File: config.mk
export PLATFORM = sky130hd
export DESIGN_NAME = inst_fetch
export DESIGN_NICKNAME = d
export VERILOG_FILES = /design/src/rtl/inst_fetch_pkg.sv /design/src/rtl/inst_fetch.sv
export SDC_FILE = /design/constraint.sdc
export NUM_CORES = 1
export LEC_CHECK = 0
export CAP_MARGIN = 20
export CORE_AREA = 2 2 142 179
export DETAILED_ROUTE_END_ITERATION = 16
export DIE_AREA = 0 0 144 181
export GPL_ROUTABILITY_DRIVEN = 0
export SLEW_MARGIN = 20
export SYNTH_ARGS = -nofsm -noshare
export SYNTH_HDL_FRONTEND = slang
export SYNTH_SLANG_ARGS = --single-unit
File: constraint.sdc
create_clock -name clk_cpu -period 9.6 [get_ports clk_cpu]
set_clock_uncertainty 0.1 [all_clocks]
set_input_delay 2.88 -clock clk_cpu [delete_from_list [all_inputs] [get_ports clk_cpu]]
set_output_delay 2.88 -clock clk_cpu [all_outputs]
set_load 0.01 [all_outputs]
File: src/rtl/inst_fetch_pkg.sv
//------------------------------------------------------------------------------
// Module : inst_fetch_pkg
// Brief  : Shared word width, NOP encoding and fetch FSM states.
// Rev    : 1.0 - initial release
//------------------------------------------------------------------------------
`default_nettype none

package inst_fetch_pkg;

  localparam int WORD = 32;
  localparam logic [WORD-1:0] NOP_INST = 32'h0000_0000;

  typedef enum logic [1:0] {
    FS_IDLE = 2'd0,
    FS_BEAT = 2'd1,
    FS_DONE = 2'd2
  } fetch_state_t;

endpackage

`default_nettype wire

File: src/rtl/inst_fetch.sv
//------------------------------------------------------------------------------
// Module : inst_fetch
// Brief  : Byte-serial big-endian instruction fetch with a single-entry
//          last-fetch tag, bus timeout and misalignment reporting.
// Rev    : 1.0 - initial release
//------------------------------------------------------------------------------
`default_nettype none

module inst_fetch
  import inst_fetch_pkg::*;
#(
  parameter int unsigned TIMEOUT_CYCLES = 255
) (
  input  logic            clk_cpu,
  input  logic            reset,
  input  logic [WORD-1:0] pc,
  input  logic            fetch_req,
  input  logic            inval,
  output logic [WORD-1:0] inst,
  output logic            inst_valid,
  output logic            fetch_err,
  output logic            busy,
  output logic [WORD-1:0] mem_addr,
  output logic            mem_req,
  input  logic            mem_ack,
  input  logic [7:0]      mem_rdata
);

  localparam logic [7:0] c_TMO_LAST = 8'(TIMEOUT_CYCLES - 1);

  fetch_state_t    r_state;
  fetch_state_t    w_state_nxt;
  logic [WORD-1:0] r_pc_lat;
  logic [1:0]      r_beat;
  logic [7:0]      r_tmo;
  logic [23:0]     r_asm;
  logic [WORD-1:0] r_inst;
  logic            r_err;
  logic [WORD-1:0] r_tag;
  logic            r_tag_valid;

  logic            w_misalign;
  logic            w_hit;
  logic            w_last_ack;
  logic            w_timeout;

  assign w_misalign = (pc[1:0] != 2'b00);
  assign w_hit      = r_tag_valid && (pc == r_tag) && !inval;
  assign w_last_ack = mem_ack && (r_beat == 2'd3);
  assign w_timeout  = !mem_ack && (r_tmo == c_TMO_LAST);

  always_comb begin
    w_state_nxt = r_state;
    unique case (r_state)
      FS_IDLE: begin
        if (fetch_req) begin
          w_state_nxt = (w_misalign || w_hit) ? FS_DONE : FS_BEAT;
        end
      end
      FS_BEAT: begin
        if (w_last_ack || w_timeout) begin
          w_state_nxt = FS_DONE;
        end
      end
      FS_DONE: w_state_nxt = FS_IDLE;
      default: w_state_nxt = FS_IDLE;
    endcase
  end

  always_ff @(posedge clk_cpu) begin
    if (reset) begin
      r_state     <= FS_IDLE;
      r_pc_lat    <= '0;
      r_beat      <= 2'd0;
      r_tmo       <= 8'd0;
      r_asm       <= 24'd0;
      r_inst      <= NOP_INST;
      r_err       <= 1'b0;
      r_tag       <= '0;
      r_tag_valid <= 1'b0;
    end else begin
      r_state <= w_state_nxt;
      unique case (r_state)
        FS_IDLE: begin
          if (fetch_req) begin
            if (w_misalign) begin
              r_inst <= NOP_INST;
              r_err  <= 1'b1;
            end else if (w_hit) begin
              r_err <= 1'b0;
            end else begin
              r_pc_lat <= pc;
              r_beat   <= 2'd0;
              r_tmo    <= 8'd0;
            end
          end
        end
        FS_BEAT: begin
          if (mem_ack) begin
            // Bytes arrive most-significant first; the last one completes the word.
            r_asm  <= {r_asm[15:0], mem_rdata};
            r_beat <= r_beat + 2'd1;
            r_tmo  <= 8'd0;
            if (w_last_ack) begin
              r_inst      <= {r_asm, mem_rdata};
              r_err       <= 1'b0;
              r_tag       <= r_pc_lat;
              r_tag_valid <= 1'b1;
            end
          end else begin
            r_tmo <= r_tmo + 8'd1;
            if (w_timeout) begin
              r_inst      <= NOP_INST;
              r_err       <= 1'b1;
              r_tag_valid <= 1'b0;
            end
          end
        end
        default: ;
      endcase
      // Invalidation overrides any tag update made in the same cycle.
      if (inval) begin
        r_tag_valid <= 1'b0;
      end
    end
  end

  assign inst       = r_inst;
  assign inst_valid = (r_state == FS_DONE);
  assign fetch_err  = inst_valid && r_err;
  assign busy       = (r_state != FS_IDLE);
  assign mem_req    = (r_state == FS_BEAT);
  assign mem_addr   = r_pc_lat + {30'd0, r_beat};

endmodule

`default_nettype wire

==> summary.txt <==
Synth
  – Post-Syn Area: 6020 sq um
  – Ys Warns: 0
  – Ys async rst share: 0
  – Synthesized net count: 815
  – #FFs+latches synth: 134
  – Predominant post-synthesis flop cell: dfxtp_1
  – Synth Area per Inst: 7.88 sq um
  – Number of flops mapped to enable cells by yosys: 0
  – Synth cell types: 50
  – Gate count of the mapped netlist: 764
  – Register area share after synthesis: 0.446

Timing
  – TNS Setup: 0 ns
  – Final Hold Viols: 0
  – RSZ-0062 raised after global routing: false
  – Worst slew margin: 0.279
  – Max Freq: 154 MHz
  – Setup-failing EPs final: 0
  – Post-route clock period utilization: 0.677
  – Worst slew pin tran: 1.08 ns
  – Tmin final: 6.50 ns
  – Fin. max-slew vios: 0

Critical path
  – Critical Path RT: 6.62 ns
  – Critical path class: reg -> out
  – CP cell instances: ha_1, inv_1, fa_1, nand3b_1, nor4_1, buf_4, and4_1, and2_1, nand3_1, xnor2_1, clkdlybuf4s50_1
  – Slowest cell on crit path: clkdlybuf4s50_1
  – Crit path largest cell delay: 0.56 ns
  – Reg-to-reg endpoint: r_tmo[2]
  – Reg2Reg Setup Slack: 6.54 ns
  – Critical Path Stages: 11
  – Bufs and invs on worst path: 3
  – Top delay family on crit path: simple AND/OR/NAND/NOR gates
  – Crit path DAT: 3.52 ns
  – CP Capture Type: primary output
  – CP Launch Type: flip-flop
  – Reg-to-reg critical path startpoint: r_tag[15]
  – CP Capture Point: mem_addr[28]
  – Crit path from: r_beat[0]
  – R2r worst-path depth: 7
  – Crit Path Max Fanout: 4

Clock tree
  – Clk slew on worst S/H paths: 0.06 ns
  – Maximum clock path buffer count: 2
  – Total CTS buffers: 17
  – PostCTS Resize Cnt: 0
  – CTS tree: done
  – Skew-Pair Late Insertion Delay: 0.42 ns
  – TritonCTS Sinks: 134
  – Postcts setup bufs: 0
  – Root Buffer: clkbuf_16
  – Hold_buf cts: 0
  – Htree depth: 4

Finish
  – Layout cell share with drive strength beyond 1: 0.0616
  – Area of the multi-input gates: 3100 sq um
  – Final Util: 0.331
  – Sequential cell area: 2680 sq um
  – Antenna cell count: 0
  – Nets@finish: 898
  – Filler cells: 2549
  – Area grow syn2layout: 33.6%

Routing
  – Vias: 5639
  – Antenna viol nets, final: 0
  – DRC: 0
  – Via density: 4.74
  – Drt first pass iters: 5
  – 1st-iter DRT viols: 318
  – Wire per inst: 15.5 microns
  – Final WL: 18400 microns

Die
  – Initial Util: 0.248
  – Die W: 144 microns
  – Die area: 26100 sq um
  – Row cnt: 64
  – Core Box Area: 24300 sq um
  – Die Y-Extent: 181 microns
  – IO Pins: 113

Pwr
  – P_leak: 2.63 nW
  – PD cells: 171 nW/um^2
  – IR drop worst, VDD: 0.132 mV

Global routing
  – Vias in the first global route: 5400
  – GRT Residual Overflow: 0
  – All-Layer GR Usage: 0.142
  – Pin count of the biggest net entering global routing: 103
  – First-pass GRT wire length: 28900 microns
  – Initial antenna violation count: 0

Status
  – Outcome: complete, no violations

Placed design
  – HPWL after detailed placement: 12300 microns
  – IO buf count: 112

Worst hold path
  – Hold Path Class: reg -> reg

Job
  – Max-cap violations: 0
## final cells by class
type / count / share of cell area
Multi-Input combinational cell: 565 / 0.386
Sequential cell: 134 / 0.334
Timing Repair Buffer: 118 / 0.145
Clock buffer: 19 / 0.0551
Tap cell: 330 / 0.0513
Clock inverter: 13 / 0.0243
Inverter: 11 / 0.00513
## state kept, by name, indices dropped and copies added, names as in the netlist
register and cells:
r_tag_valid 1, r_tmo 8, r_err 1, inst 32, r_asm 24, r_pc_lat 32, r_tag 32, r_beat 2
r_state 2
## cell usage in the layout, fill, tap and decap left out, types with 3 or more instances in the layout
cell type and count:
clkinv_4 3, inv_1 10, xor2_1 37, nand3_1 74
and4_1 3, xnor2_1 24, clkdlybuf4s50_1 111, nor2b_1 4
clkbuf_16 17, nor2_1 15, nand4_1 11, buf_4 7
nand2_1 161, or2_2 4, ha_1 5, a21oi_1 128
a31oi_1 4, o21ai_0 33, and3_1 7, o41ai_1 3
nor3_1 3, bufinv_16 4, dfxtp_1 134, nor4_1 8
and2_1 4
## cell families (layout without fill, tap and decap cells)
logic type / Yosys count / after routing / share of synthesized area
flip-flops: 134 / 134 / 0.446
AO/OA/AOI/OAI: 185 / 185 / 0.168
multiplexers: 1 / 1 / 0.00187
XOR/XNOR: 61 / 61 / 0.0888
adder cells (fa/ha/maj): 6 / 6 / 0.0137
buffers and inverters: 65 / 161 / 0.0420
AND/OR/NAND/NOR: 312 / 312 / 0.240
## worst min-delay path, delay by kind of cell, from the launching register on
family / cells / cell delay [ns]
AO/OA/AOI/OAI: 1 / 0.05
flip-flops: 1 / 0.31
AND/OR/NAND/NOR: 1 / 0.05
## synthesized netlist by cell type (8+ instances only)
| master | n | area [sq um] |
|---|---|---|
| a21oi_1 | 128 | 641 |
| dfxtp_1 | 134 | 2680 |
| nand4_1 | 11 | 68.8 |
| nor4_1 | 8 | 50.1 |
| nand3_1 | 75 | 375 |
| clkbuf_1 | 44 | 165 |
| nand2_1 | 161 | 604 |
| nor2_1 | 18 | 67.6 |
| xor2_1 | 37 | 324 |
| o21ai_0 | 33 | 165 |
| inv_1 | 10 | 37.5 |
| xnor2_1 | 24 | 210 |
## worst min path at each step
stage | startpoint | endpoint | slack (ns) | cells past startpoint
after floorplan | r_tag[8] | r_tag[8] | 0.34 | 2
after global placement | inst[25] | inst[25] | 0.34 | 2
after detailed placement | inst[24] | inst[24] | 0.35 | 2
after CTS | inst[26] | inst[26] | 0.36 | 2
after global routing | r_asm[20] | r_asm[20] | 0.37 | 2
final | inst[26] | inst[26] | 0.35 | 2
## through the flow
step	power, mW	worst slack [ns]	hold WS (ns)	cell area (sq um)	instances
after floorplan	0.630	4.15	0.336	6020	764
after global placement	0.683	3.59	0.340	7400	1158
after detailed placement	0.683	3.54	0.346	7400	1158
after CTS	1.39	3.07	0.356	8040	1190
after global routing	1.42	2.85	0.370	8040	1190
final	1.37	3.10	0.351	8040	1190
## power breakdown
| part | internal (mW) | switching, mW |
|---|---|---|
| logic | 0.0399 | 0.0597 |
| registers | 0.562 | 0.00869 |
| clock network | 0.446 | 0.257 |
| total | 1.05 | 0.325 |
## metal layers
layer | GRT usage | share of wire | wire length, microns
met3 | 0.0459 | 0.081 | 1500
met2 | 0.230 | 0.48 | 8810
met5 | 0 | 0 | 0
met4 | 0.0400 | 0.012 | 227
met1 | 0.181 | 0.43 | 7900
No activity file was read; power rests on OpenSTA's default activity.
